<file path="src/rtl/pipe_pkg.sv">
`default_nettype none
// ============================================================================
// Module      : pipe_pkg
// Description : Shared definitions for the elastic pipeline stage family:
//               depth limit, occupancy-width helper and the inter-stage
//               handshake bundle.
// Revision    : 1.0  initial release
// ============================================================================
package pipe_pkg;

    // Deepest chain the elastic pipeline is built for
    localparam int PIPE_MAX_DEPTH = 8;

    // Bits needed to count 0..2*depth valid entries (two per stage)
    function automatic int clog2_occ(input int depth);
        return $clog2(2 * depth + 1);
    endfunction

    // Valid/ready pair carried between neighbouring stages
    typedef struct packed {
        logic valid;
        logic ready;
    } pipe_hs_t;

endpackage
`default_nettype wire

</file>
<file path="src/rtl/pipe_stage_slot.sv">
`default_nettype none
// ============================================================================
// Module      : pipe_stage_slot
// Description : One elastic pipeline stage with a 2-entry skid buffer
//               (main + skid registers). Both i_in_ready and o_out_valid are
//               derived from registered flags only (plus flush/rst gating),
//               so no combinational ready path crosses the stage.
// Ports       : clk, rst            clock, synchronous active-high reset
//               i_flush             drop both entries at the next edge
//               i_in_valid/o_in_ready/i_in_data     upstream handshake
//               o_out_valid/i_out_ready/o_out_data  downstream handshake
//               o_fill              valid entries held (PIPE_STAGE_PERF_EN)
// Revision    : 1.0  initial release
// ============================================================================
module pipe_stage_slot
    import pipe_pkg::*;
#(
    parameter int               WIDTH    = 32,
    parameter logic [WIDTH-1:0] RST_DATA = '0
) (
    input  logic             clk,
    input  logic             rst,
    input  logic             i_flush,
    input  logic             i_in_valid,
    output logic             o_in_ready,
    input  logic [WIDTH-1:0] i_in_data,
    output logic             o_out_valid,
    input  logic             i_out_ready,
    output logic [WIDTH-1:0] o_out_data
`ifdef PIPE_STAGE_PERF_EN
    ,
    output logic [1:0]       o_fill
`endif
);

    logic [WIDTH-1:0] r_main;
    logic [WIDTH-1:0] r_skid;
    logic             r_main_valid;
    logic             r_skid_valid;

    logic             w_acc;
    logic             w_pop;

    // Gating with rst/flush makes the stage look empty and closed during
    // those cycles, so no handshake can complete while state is being wiped.
    assign o_in_ready  = !r_skid_valid && !i_flush && !rst;
    assign o_out_valid = r_main_valid && !i_flush && !rst;
    assign o_out_data  = rst ? RST_DATA : r_main;

    assign w_acc = i_in_valid && o_in_ready;
    assign w_pop = o_out_valid && i_out_ready;

    always_ff @(posedge clk) begin
        if (rst || i_flush) begin
            r_main       <= RST_DATA;
            r_skid       <= RST_DATA;
            r_main_valid <= 1'b0;
            r_skid_valid <= 1'b0;
        end else if (!r_main_valid) begin
            // Skid is never occupied while main is empty
            if (w_acc) begin
                r_main       <= i_in_data;
                r_main_valid <= 1'b1;
            end
        end else if (w_pop) begin
            if (r_skid_valid) begin
                // in_ready was low, so nothing new can arrive this cycle
                r_main       <= r_skid;
                r_skid_valid <= 1'b0;
            end else if (w_acc) begin
                r_main <= i_in_data;
            end else begin
                r_main_valid <= 1'b0;
            end
        end else if (w_acc) begin
            // Main is stuck: park the new word in the skid register
            r_skid       <= i_in_data;
            r_skid_valid <= 1'b1;
        end
    end

`ifdef PIPE_STAGE_PERF_EN
    assign o_fill = 2'(r_main_valid) + 2'(r_skid_valid);
`endif

endmodule
`default_nettype wire

</file>
<file path="src/rtl/pipe_stage_elastic.sv">
`default_nettype none
// ============================================================================
// Module      : pipe_stage_elastic
// Description : Chain of DEPTH skid-buffered elastic stages carrying a
//               WIDTH-bit payload with valid/ready flow control, flush
//               (bubble insertion) and backpressure. Strict FIFO order,
//               DEPTH-cycle latency, capacity 2*DEPTH, 1 word/cycle.
// Ports       : clk, rst                       clock, sync active-high reset
//               flush                          kill all in-flight entries
//               in_valid/in_ready/in_data      upstream (stage 0)
//               out_valid/out_ready/out_data   downstream (stage DEPTH-1)
//               occupancy, stall_cycles        perf counters, present only
//                                              when PIPE_STAGE_PERF_EN is
//                                              defined
// Options     : `define PIPE_STAGE_PERF_EN to add the perf ports/logic
// Revision    : 1.0  initial release
// ============================================================================
module pipe_stage_elastic
    import pipe_pkg::*;
#(
    parameter int               WIDTH    = 32,
    parameter int               DEPTH    = 1,
    parameter logic [WIDTH-1:0] RST_DATA = '0
) (
    input  logic                          clk,
    input  logic                          rst,
    input  logic                          flush,
    input  logic                          in_valid,
    output logic                          in_ready,
    input  logic [WIDTH-1:0]              in_data,
    output logic                          out_valid,
    input  logic                          out_ready,
    output logic [WIDTH-1:0]              out_data
`ifdef PIPE_STAGE_PERF_EN
    ,
    output logic [clog2_occ(DEPTH)-1:0]   occupancy,
    output logic [31:0]                   stall_cycles
`endif
);

    if (DEPTH < 1 || DEPTH > PIPE_MAX_DEPTH) begin : g_bad_depth
        $error("pipe_stage_elastic: DEPTH out of range 1..8");
    end

    // Index k is the boundary feeding stage k; index DEPTH is the block output
    pipe_hs_t         w_hs   [DEPTH+1];
    logic [WIDTH-1:0] w_data [DEPTH+1];
`ifdef PIPE_STAGE_PERF_EN
    logic [1:0]       w_fill [DEPTH];
`endif

    assign w_hs[0].valid     = in_valid;
    assign w_data[0]         = in_data;
    assign in_ready          = w_hs[0].ready;
    assign out_valid         = w_hs[DEPTH].valid;
    assign out_data          = w_data[DEPTH];
    assign w_hs[DEPTH].ready = out_ready;

    for (genvar k = 0; k < DEPTH; k++) begin : g_stage
        logic w_slot_in_ready;
        logic w_slot_out_valid;

        pipe_stage_slot #(
            .WIDTH    (WIDTH),
            .RST_DATA (RST_DATA)
        ) u_slot (
            .clk         (clk),
            .rst         (rst),
            .i_flush     (flush),
            .i_in_valid  (w_hs[k].valid),
            .o_in_ready  (w_slot_in_ready),
            .i_in_data   (w_data[k]),
            .o_out_valid (w_slot_out_valid),
            .i_out_ready (w_hs[k+1].ready),
            .o_out_data  (w_data[k+1])
`ifdef PIPE_STAGE_PERF_EN
            ,
            .o_fill      (w_fill[k])
`endif
        );

        assign w_hs[k].ready   = w_slot_in_ready;
        assign w_hs[k+1].valid = w_slot_out_valid;
    end

`ifdef PIPE_STAGE_PERF_EN
    localparam int c_occ_w = clog2_occ(DEPTH);

    logic [c_occ_w-1:0] w_occ;
    logic [31:0]        r_stall_cycles;

    // Sum of registered valid flags across all stages
    always_comb begin
        w_occ = '0;
        for (int k = 0; k < DEPTH; k++) begin
            w_occ = w_occ + c_occ_w'(w_fill[k]);
        end
    end

    // Flush deliberately leaves this count alone; only rst clears it
    always_ff @(posedge clk) begin
        if (rst) begin
            r_stall_cycles <= '0;
        end else if (out_valid && !out_ready && (r_stall_cycles != 32'hFFFF_FFFF)) begin
            r_stall_cycles <= r_stall_cycles + 32'd1;
        end
    end

    assign occupancy    = w_occ;
    assign stall_cycles = r_stall_cycles;
`endif

endmodule
`default_nettype wire

</file>
<file path="config.mk">
export PLATFORM = sky130hd
export DESIGN_NAME = pipe_stage_elastic
export DESIGN_NICKNAME = d
export VERILOG_FILES = /design/src/rtl/pipe_pkg.sv /design/src/rtl/pipe_stage_slot.sv /design/src/rtl/pipe_stage_elastic.sv
export SDC_FILE = /design/constraint.sdc
export NUM_CORES = 1
export LEC_CHECK = 0
export BUFFER_PORTS_ARGS = -buffer_cell sky130_fd_sc_hd__clkbuf_2
export CORE_MARGIN = 2
export CORE_UTILIZATION = 35
export DETAILED_ROUTE_END_ITERATION = 12
export PLACE_DENSITY = 0.59
export SYNTH_ARGS = -nofsm -noshare
export SYNTH_HDL_FRONTEND = slang
export SYNTH_SLANG_ARGS = --single-unit
</file>
<file path="constraint.sdc">
create_clock -name clk -period 2.8 [get_ports clk]
set_clock_uncertainty 0.15 [all_clocks]
set_input_delay 0.42 -clock clk [delete_from_list [all_inputs] [get_ports clk]]
set_output_delay 0.42 -clock clk [all_outputs]
set_load 0.01 [all_outputs]
</file>
### Word level (Yosys, flattened, before mapping)

Cells that the tools add are included.

* bits in registers: 66
* input port bits: 37
* output and inout bits: 34
* logic and storage cells: 30

* eq/ne operators: 1
* mux-type cells: 11
* bitwise operators: 1
* reduce and logical (&&, ||, !) cells: 13

Operators with widths (count)
* $mux W32: 5
* $logic_and A1 B1 Y1: 6
* $mux W1: 6
* $logic_not A1 Y1: 3
* $reduce_and A3 Y1: 1
* $ne A2 B2 Y1 const B: 1
* $reduce_and A2 Y1: 1
* $reduce_bool A2 Y1: 1
* $logic_or A1 B1 Y1: 1
* $not A1 Y1: 1

### Longest topological paths before layout

Gate-level depths: netlist (run 1).

* word-level depth: 8
* mapped depth: 6
* depth with buffers taken out: 3

### Least setup slack after synthesis (run 1)

Ideal clock, no wire load.

* kind: in2out
* start point: input rst
* end point: output out_valid
* arrival time: 1.181 ns
* required time: 2.230 ns
* slack: 1.049 ns
* cell stages on the path: 4
* cells stage by stage: nor2_1 buf_2 buf_1 and2_1

* longest elaborated chain between the ends: 2

RTL lines
* start, declared: line pipe_stage_elastic.sv:26 `input logic rst,`
* $logic_not A1 Y1: line pipe_stage_slot.sv:47 `assign o_out_valid = r_main_valid && !i_flush && !rst;`
* $logic_and A1 B1 Y1: line pipe_stage_slot.sv:47
* end, declared: line pipe_stage_elastic.sv:31 `output logic out_valid,`

Every way passes these cells.

### Final worst setup path (run 1)

* start point: register g_stage[0].u_slot.r_skid_valid
* end point: register g_stage[0].u_slot.r_main[21]

* longest elaborated chain between the ends: 8

RTL lines
* start, declared: line pipe_stage_slot.sv:39 `logic r_skid_valid;`
* start signal, assigned: line pipe_stage_slot.sv:58 `r_skid_valid <= 1'b0;`
* start signal, assigned: line pipe_stage_slot.sv:69 `r_skid_valid <= 1'b0;`
* start signal, assigned: line pipe_stage_slot.sv:78 `r_skid_valid <= 1'b1;`
* $logic_not A1 Y1: line pipe_stage_slot.sv:46 `assign o_in_ready = !r_skid_valid && !i_flush && !rst;`
* $logic_and A1 B1 Y1 (2 in a row): line pipe_stage_slot.sv:46
* $logic_and A1 B1 Y1: line pipe_stage_slot.sv:50 `assign w_acc = i_in_valid && o_in_ready;`
* $mux W32
* $mux W32: line pipe_stage_slot.sv:66 `if (r_skid_valid) begin`
* $mux W32: line pipe_stage_slot.sv:65 `end else if (w_pop) begin`
* $mux W32 (*): line pipe_stage_slot.sv:59 `end else if (!r_main_valid) begin`
* end signal, assigned: line pipe_stage_slot.sv:62 `r_main <= i_in_data;`
* end signal, assigned: line pipe_stage_slot.sv:68 `r_main <= r_skid;`
* end signal, assigned: line pipe_stage_slot.sv:71 `r_main <= i_in_data;`
* end, declared: line pipe_stage_slot.sv:36 `logic [WIDTH-1:0] r_main;`

Every way passes the cells marked *; elsewhere a longest branch is shown, timed or not. The select of a mux whose other input is x is not followed.
A chain may end at the register's enable or synchronous reset.

==> impl_metrics.toml, run 1 <==
[setup_path]
cp-start-kind = "register"
arrival_ps = 1980
endpoint_kind = "register"
critPathRequiredTime_ps = 2890
critPathKind = "register to register"
crit_fanout = 64
regToRegSetupSlack_ps = 910

[sta]
period_share_pct = 67.4
hold_violations = 0
setup_viol = 0
tightest_slew_ps = 884
slew_headroom_pct = 41.1
clock.fmax_mhz = 530
tns_ps = 0
maxSlewViolCount = 0
rsz0062_at_grt = "false"
layout_min_cycle_time_ps = 1890

[layout]
drive_gt1_share_pct = 24.6
fillCellCount = 914
multiInputGateArea_um2 = 1610
seqCellArea_um2 = 1320
area_growth_pct = 17.8
instances_no_fill = 506
final_nets = 431
antenna_cells = 0

[placed_design]
dp_cells = 491
port_buffers = 70
dpl.hpwl_um = 4430
gp_congestion = 0.706

[synth]
synth_seq_cells = 66
synth_compound_area_share_pct = 26.2
synth_flop_cell = "dfxtp_1"
synthTopCellsByCount = "dfxtp_1, a21oi_1"
async_flop_share_pct = 0
synth-xor-area-share_pct = 0
synth_top_family_by_area = "compound AO/OA/AOI/OAI gates"
syn_area_um2 = 3120
ys_seq_area_share_pct = 42.4
yosys-top-cells-area = "dfxtp_1, mux2i_1, a311oi_1"
synth.distinct_cells = 24
synth_edf_count = 0
synthAdderAreaFrac_pct = 0
synth_simple_gate_area_share_pct = 13.7
muxShareOfSynthArea_pct = 10.8
syn_nets = 389
synth_area_leader_cell = "dfxtp_1"
yosysMostFrequentCell = "dfxtp_1"
synth_cells = 352
syn_avg_cell_area_um2 = 8.85
yosys_warnings = 0
synth_top_area_share_pct = 42.4

[outcome]
status = "complete, no violations"

[run]
drv_cap = 0

[clocking]
clock_path_buffers = 2
cts_resized = 0
clock_latency_ps = 330
htreeDepth = 3
cts_sinks = 66
postCtsSetupRepairBufs = 0
cts-hold-fix-buffers = 0
cts-root-buf = "clkbuf_8"
cts_tree = "done"
cts.clk_slew.worst_paths_ps = 70
cts_buffers = 9

[detailed_routing]
wirelength_um = 7620
drtIter0Drc = 181
num_vias = 2754
drc = 0
drt-vias-per-instance = 5.44
routedWlPerCell_um = 15.1
dr.pass1.iters = 4
antenna_left = 0

[power]
leakage_nw = 1.51
power_density_nw_per_um2 = 511
irDropWorstVdd_mv = 0.227

[die]
ioPinCount = 71
die_x_um = 98.3
die_height_um = 98.3
fp.coreArea_um2 = 8680
placementRows = 34
start_util_pct = 35.9
die_area_um2 = 9670

[global_routing]
grt_max_degree = 99
antenna_found_initial = 0
grt_pass1_wl_um = 12400
grt.total_usage_pct = 15.8
grt_pass1_vias = 2495
grt-ovfl-total = 0

[min_path]
hp-class = "primary input to register"
flip-flops by register name, indices dropped and copies added (netlist names):
name and cells:
g_stage.u_slot.r_main 32, g_stage.u_slot.r_skid 32, g_stage.u_slot.r_skid_valid 1, g_stage.u_slot.r_main_valid 1
worst max-delay path: stages, from the launching register on:
cell and delay, ps:
dfxtp_1 510, mux2_4 650, a31oi_1 180, a311oi_1 280
final timing paths:
check	startpoint	end	depth (start not counted)
worst max-delay path	g_stage[0].u_slot.r_skid_valid$_SDFFE_PP0P_	g_stage[0].u_slot.r_main[21]$_SDFFE_PP0P_	3
worst min-delay path	in_data[23]	g_stage[0].u_slot.r_skid[23]$_SDFFE_PP0P_	3
worst max register to register	g_stage[0].u_slot.r_skid_valid$_SDFFE_PP0P_	g_stage[0].u_slot.r_main[21]$_SDFFE_PP0P_	3
worst min register to register	g_stage[0].u_slot.r_skid[18]$_SDFFE_PP0P_	g_stage[0].u_slot.r_skid[18]$_SDFFE_PP0P_	2
metrics by stage:
| step | util [%] | setup WS (ps) | total power, mW | hold slack, ps | instance area, µm² |
|---|---|---|---|---|---|
| floorplan | - | 1050 | 1.08 | 303 | 3120 |
| global placement | 40.1 | 855 | 1.15 | 309 | 3480 |
| detailed placement | 40.1 | 802 | 1.15 | 315 | 3480 |
| CTS | 42.3 | 903 | 1.90 | 165 | 3670 |
| global route | 42.3 | 744 | 1.95 | 165 | 3670 |
| finish | 42.3 | 911 | 1.88 | 179 | 3670 |
cells in the final DEF, fill, tap and decap left out:
cell	synthesis	final
nand4bb_1	1	1
nor2_4	0	1
inv_1	1	1
clkbuf_8	0	13
nand2b_2	0	1
o21ai_0	32	32
clkinv_2	0	2
nand3_1	32	32
nor4bb_4	0	1
mux2i_1	32	32
nor2b_1	32	32
or2_4	0	1
nand2_1	2	2
a31oi_1	32	32
nand2b_1	2	1
buf_12	0	1
a311oi_1	32	32
nor2_1	2	1
clkbuf_2	0	70
a21oi_1	34	34
dfxtp_1	66	66
buf_4	1	6
mux2_4	1	1
and2_1	1	1
o21ai_1	1	1
nand2_2	1	1
cell type report:
type / instances / share of cell area, %
inverter: 1 / 0.102
clock buffer: 13 / 4.87
tap: 108 / 3.68
multi-input combinational: 239 / 43.8
sequential: 66 / 36.0
clock inverter: 2 / 0.273
timing repair buffer: 77 / 11.3
metal layers:
layer  global-route usage (%)  up-vias  routed length [µm]
li1                         -     1400                   -
met1                     21.0     1285                3530
met2                     24.6       58                3570
met3                     3.44       11                 375
met4                     6.95        0                 135
met5                        0        -                   0
logic make-up (layout without fill, tap and decap cells):
kind of cell	after synthesis	count (layout)
mux	33	33
simple gates	75	75
flops	66	66
buf+inv	47	93
compound gates	131	131
power breakdown:
group          internal, mW  switching, mW
logic                0.0605          0.110
clock network         0.411          0.342
registers             0.949        0.00580
total                  1.42          0.458
(Power assumes the default switching activity.)
==> run 2: changes to the inputs <==
--- a/config.mk
+++ b/config.mk
@@ -9,7 +9,7 @@
 export CORE_MARGIN = 2
 export CORE_UTILIZATION = 35
 export DETAILED_ROUTE_END_ITERATION = 12
-export PLACE_DENSITY = 0.59
+export PLACE_DENSITY = 0.61
 export SYNTH_ARGS = -nofsm -noshare
 export SYNTH_HDL_FRONTEND = slang
 export SYNTH_SLANG_ARGS = --single-unit
==> constraint.sdc (replaced) <==
create_clock -name clk -period 1.66 [get_ports clk]
set_clock_uncertainty 0.15 [all_clocks]
set_input_delay 0.249 -clock clk [delete_from_list [all_inputs] [get_ports clk]]
set_output_delay 0.249 -clock clk [all_outputs]
set_load 0.01 [all_outputs]
==> run 2 against run 1 <==
Net effect:
- wire length is 3.7% higher
- clock power is 100% higher
- via count is 4.0% higher
- critical path depth is 3 higher
- die area stayed put
- clock-buffer cell count is 3 lower
- largest power group unchanged
- highest routed layer unchanged
==> impl_metrics.toml, run 2 (synthesized netlist as in run 1, its figures left out) <==
[sta]
fin_ws_ps = 94.5
maxSlewViolCount = 0
period_share_pct = 94.3
slew_headroom_pct = 74.6
layout_min_cycle_time_ps = 1570
tightest_slew_ps = 380
hold_violations = 0
timing.hold.ws_ps = 11.6
tns_ps = 0
setup_viol = 0
clock.fmax_mhz = 639

[layout]
antenna_cells = 0
biggestRegsByFlops = "g_stage.u_slot.r_main x32, g_stage.u_slot.r_skid x32"
final_nets = 457
final_common_cell = "clkbuf_2"
most-common-layout-cells = "clkbuf_2, dfxtp_1, a21oi_1"
drive_gt1_share_pct = 26.6
fin_util_pct = 46.1
instances_no_fill = 533
fin_area_um2 = 4000
area_growth_pct = 28.4

[min_path]
hp-class = "primary input to register"

[global_routing]
grt.total_usage_pct = 16.7
grt_max_degree = 65
antenna_found_initial = 0
grt-ovfl-total = 0
grt_pass1_wl_um = 13100
grt_pass1_vias = 2764

[clocking]
clock_latency_ps = 340
cts-root-buf = "clkbuf_8"
cts_tree = "done"
cts.clk_slew.worst_paths_ps = 80
clock_path_buffers = 2
htreeDepth = 3
cts_sinks = 66
cts_buffers = 9

[power]
power_density_nw_per_um2 = 871
p_clk_share_pct = 44.1
p_int_mw = 2.63
leakage_nw = 1.66
p_total_mw = 3.48
switchingPower_mw = 0.852
netSwitchingFraction_pct = 24.5
seqPwrFrac_pct = 46.1
irDropWorstVdd_mv = 0.516
p_comb_share_pct = 9.8

[setup_path]
crit_buf_inv = 3
critical-path-top-delay-family = "buffers and inverters"
path_cells = "buf_4 -> nor4bb_4 -> buf_4 -> buf_2 -> nand3_1 -> a21oi_1"
cp_common_cell = "buf_4"
crit_fanout = 7
critPathRequiredTime_ps = 1780
arrival_ps = 1690
slowest_delay_ps = 340
cp-start-kind = "register"
worst_path_max_delay_cell = "dfxtp_1"
critPathKind = "register to register"
endpoint_kind = "register"

[die]
die_x_um = 98.3
fp.coreArea_um2 = 8680
placementRows = 34
start_util_pct = 35.9
die_area_um2 = 9670
die_height_um = 98.3
ioPinCount = 71

[detailed_routing]
drc = 0
antenna_left = 0
num_vias = 2864
drt-vias-per-instance = 5.37
routedWlPerCell_um = 14.8
wirelength_um = 7900
dr.pass1.iters = 4
drtIter0Drc = 131

[outcome]
status = "complete, no violations"

[placed_design]
place_ws_ps = -13.1
dp_cells = 503
gp_congestion = 0.729
placed_cell_area_um2 = 3620
dpl.hpwl_um = 5060
port_buffers = 70

[run]
drv_cap = 0
==> run 2: changes by cell type in the layout (fill, tap and decap cells not counted) <==
cell	previous run	this run
clkinvlp_4	0	2
buf_12	1	5
mux2_4	1	0
buf_6	0	2
dlygate4sd3_1	0	12
clkbuf_8	13	10
clkinv_2	2	1
buf_2	0	1
buf_4	6	13
bufinv_16	0	2
mux2_8	0	1
inv_6	0	1
==> run 2: layer usage <==
layer,part of all wire (%),global-route usage [%]
met3,3.8,3.72
met5,0,0
met4,2.2,7.06
met2,46,27.0
met1,48,21.4
==> run 2: power by group through the flow <==
stage	logic, mW	registers, mW	clock network [mW]
after floorplan	0.186	1.64	0
after global placement	0.310	1.64	0
after detailed placement	0.316	1.64	0
after CTS	0.341	1.61	1.57
after global routing	0.377	1.61	1.63
final	0.342	1.61	1.54
==> run 2: final cells by class <==
cell class / count / area [µm²]
flip-flops and latches: 66 / 1320
repair buffers: 103 / 696
fillers: 904 / 4680
inverters: 1 / 3.75
clock inverters: 6 / 88.8
multi-input cells: 239 / 1620
well taps: 108 / 135
clock buffers: 10 / 138
==> run 2: path summary, 6_finish.rpt <==
check	startpoint	to	slack, ps	depth (start not counted)
worst max register to register	g_stage[0].u_slot.r_skid_valid$_SDFFE_PP0P_	g_stage[0].u_slot.r_skid[23]$_SDFFE_PP0P_	90	6
worst min register to register	g_stage[0].u_slot.r_skid[24]$_SDFFE_PP0P_	g_stage[0].u_slot.r_skid[24]$_SDFFE_PP0P_	320	2
worst max-delay path	g_stage[0].u_slot.r_skid_valid$_SDFFE_PP0P_	g_stage[0].u_slot.r_skid[23]$_SDFFE_PP0P_	90	6
worst min-delay path	in_data[28]	g_stage[0].u_slot.r_skid[28]$_SDFFE_PP0P_	10	3
==> run 2: worst register-to-register path, cell delays in order (launching register included) <==
cell and delay (ps):
dfxtp_1 340, buf_4 170, nor4bb_4 240, buf_4 180
buf_2 210, nand3_1 100, a21oi_1 120
==> run 2: what timing repair did <==
action / 4_1_cts / 5_1_grt
endpoints found under the setup margin: 2 / 22
gates cloned: 0 / 1
setup buffers: 0 / 1
endpoints found under the hold margin: 12 / 0
pin swaps: 0 / 1
hold buffers: 12 / 0
resized for setup: 1 / 2
==> run 3: changes to the inputs <==
--- a/config.mk
+++ b/config.mk
@@ -9,7 +9,7 @@
 export CORE_MARGIN = 2
 export CORE_UTILIZATION = 35
 export DETAILED_ROUTE_END_ITERATION = 12
-export PLACE_DENSITY = 0.61
+export PLACE_DENSITY = 0.59
 export SYNTH_ARGS = -nofsm -noshare
 export SYNTH_HDL_FRONTEND = slang
 export SYNTH_SLANG_ARGS = --single-unit
==> run 3 against run 2 <==
Net effect:
- clock power down 16%
- combinational power decreased by 6.1%
- worst hold slack worse by 10 ps
- highest routed layer unchanged
- register-to-register slack barely moved
- wire length is 1.8% lower
- global-route usage decreased by 0.81 points
- total power down 7.3%
- largest power group unchanged
- die area unchanged
- cell count shrank 2.6%
- fmax is 0.86% higher
==> impl_metrics.toml, run 3 (synthesized netlist as in run 1, its figures left out) <==
[outcome]
status = "complete, no violations"

[die]
die_x_um = 98.3
ioPinCount = 71
placementRows = 34
fp.coreArea_um2 = 8680
die_height_um = 98.3
die_area_um2 = 9670
start_util_pct = 35.9

[setup_path]
cp-start-kind = "register"
critPathKind = "register to register"
path_cells = "buf_4 -> nor4bb_4 -> buf_12 -> nand3_1 -> a21oi_1"
crit_fanout = 23
arrival_ps = 1670
crit_buf_inv = 2
critical-path-top-delay-family = "simple AND/OR/NAND/NOR gates"
critPathRequiredTime_ps = 1780
slowest_delay_ps = 380
endpoint_kind = "register"
worstReg2RegStart = "g_stage[0].u_slot.r_skid_valid$_SDFFE_PP0P_"
regToRegSetupSlack_ps = 110
r2r_cells = 5
worst_path_max_delay_cell = "nor4bb_4"
r2r_end = "g_stage[0].u_slot.r_skid[6]$_SDFFE_PP0P_"

[sta]
layout_min_cycle_time_ps = 1550
rsz0062_at_grt = "false"
setup_viol = 0
tightest_slew_ps = 374
clock.fmax_mhz = 644
hold_violations = 0
period_share_pct = 93.5
slew_headroom_pct = 75.0
maxSlewViolCount = 0
tns_ps = 0

[clocking]
htreeDepth = 3
cts_buffers = 9
clock_latency_ps = 340
cts_sinks = 66
clock_path_buffers = 2
cts_tree = "done"
cts.clk_slew.worst_paths_ps = 80
cts-root-buf = "clkbuf_8"

[min_path]
hold_path_end = "g_stage[0].u_slot.r_skid[14]$_SDFFE_PP0P_"
holdPathStages = 3
hold_start = "in_data[14]"
hp-class = "primary input to register"

[global_routing]
antenna_found_initial = 0
grt_pass1_vias = 2593
grt.total_usage_pct = 15.9
grt_pass1_wl_um = 12500
grt-ovfl-total = 0
grt_max_degree = 65

[detailed_routing]
dr.pass1.iters = 4
drt-vias-per-instance = 5.34
num_vias = 2770
wirelength_um = 7750
antenna_left = 0
drtIter0Drc = 93
drc = 0
routedWlPerCell_um = 14.9

[layout]
seqCellArea_um2 = 1320
fin_area_um2 = 3850
final_nets = 443
biggestRegsByFlops = "g_stage.u_slot.r_main x32, g_stage.u_slot.r_skid x32"
most-common-layout-cells = "clkbuf_2, dfxtp_1, a21oi_1"
final_common_cell = "clkbuf_2"
drive_gt1_share_pct = 26.3
antenna_cells = 0
area_growth_pct = 23.7
fillCellCount = 913
multiInputGateArea_um2 = 1620

[power]
power_density_nw_per_um2 = 838
leakage_nw = 1.60
irDropWorstVdd_mv = 0.445

[run]
drv_cap = 0

[placed_design]
gp_congestion = 0.715
placed_cell_area_um2 = 3630
dpl.hpwl_um = 5130
port_buffers = 70
[run 3: cell count changes in the layout (fill, tap and decap cells not counted)]
cell           delta
bufinv_16         -1
clkbuf_8          -1
buf_2             -1
clkinv_2          +3
clkbuf_1          +1
clkinvlp_4        -1
buf_6             -1
buf_12            +2
buf_4             -4
inv_6             -1
dlygate4sd3_1    -10
[run 3: through the flow]
step / std cells / util, % / worst slack (ps) / hold WS, ps / power (mW)
2_1_floorplan: 352 / - / 158 / 247 / 1.83
3_3_place_gp: 501 / 41.9 / 60.8 / 309 / 1.96
3_5_place_dp: 501 / 41.9 / -36.2 / 315 / 1.96
4_1_cts: 519 / 44.3 / 96.2 / 1.15 / 3.26
5_1_grt: 519 / 44.4 / 8.87 / 17.4 / 3.36
6_report: 519 / 44.4 / 108 / 1.51 / 3.23
[run 3: worst max-delay path by stage]
stage	start	to	slack [ps]	cells past startpoint
2_1_floorplan	g_stage[0].u_slot.r_skid_valid$_SDFFE_PP0P_	g_stage[0].u_slot.r_main[23]$_SDFFE_PP0P_	160	6
3_3_place_gp	in_valid	g_stage[0].u_slot.r_main[20]$_SDFFE_PP0P_	60	4
3_5_place_dp	in_valid	g_stage[0].u_slot.r_main[30]$_SDFFE_PP0P_	-40	4
4_1_cts	g_stage[0].u_slot.r_skid_valid$_SDFFE_PP0P_	g_stage[0].u_slot.r_skid[2]$_SDFFE_PP0P_	100	5
5_1_grt	g_stage[0].u_slot.r_skid_valid$_SDFFE_PP0P_	g_stage[0].u_slot.r_skid[27]$_SDFFE_PP0P_	9	5
6_report	g_stage[0].u_slot.r_skid_valid$_SDFFE_PP0P_	g_stage[0].u_slot.r_skid[6]$_SDFFE_PP0P_	110	5
[run 3: layer usage]
metal / vias up / GRT usage [%] / part of all wire [%]
li1: 1425 / - / -
met1: 1272 / 20.7 / 47
met2: 62 / 26.1 / 47
met4: 0 / 6.64 / 1.8
met5: - / 0 / 0
met3: 11 / 2.65 / 3.9
[run 3: worst register-to-register path: stages (launching register included)]
cell,delay [ps]
dfxtp_1,330
buf_4,170
nor4bb_4,380
buf_12,220
nand3_1,100
a21oi_1,130
[run 3: what timing repair did]
action | CTS | global route
hold buffers | 2 | 0
resized for setup | 1 | 1
hold endpoints to repair | 2 | 0
setup endpoints to repair | 2 | 1
setup buffers | 0 | 0
[run 3: power by group]
| part | total [mW] | internal (mW) | switching [mW] |
|---|---|---|---|
| sequential | 1.61 | 1.60 | 0.00819 |
| clock | 1.30 | 0.683 | 0.617 |
| combinational | 0.321 | 0.129 | 0.192 |
| total | 3.23 | 2.41 | 0.818 |
[run 3: area by class of cell]
| class | count | area share (%) |
|---|---|---|
| Clock buffer | 10 | 3.31 |
| Inverter | 1 | 0.0974 |
| Multi-Input combinational cell | 239 | 42.0 |
| Clock inverter | 6 | 1.49 |
| Sequential cell | 66 | 34.3 |
| Tap cell | 108 | 3.51 |
| Timing Repair Buffer | 89 | 15.3 |
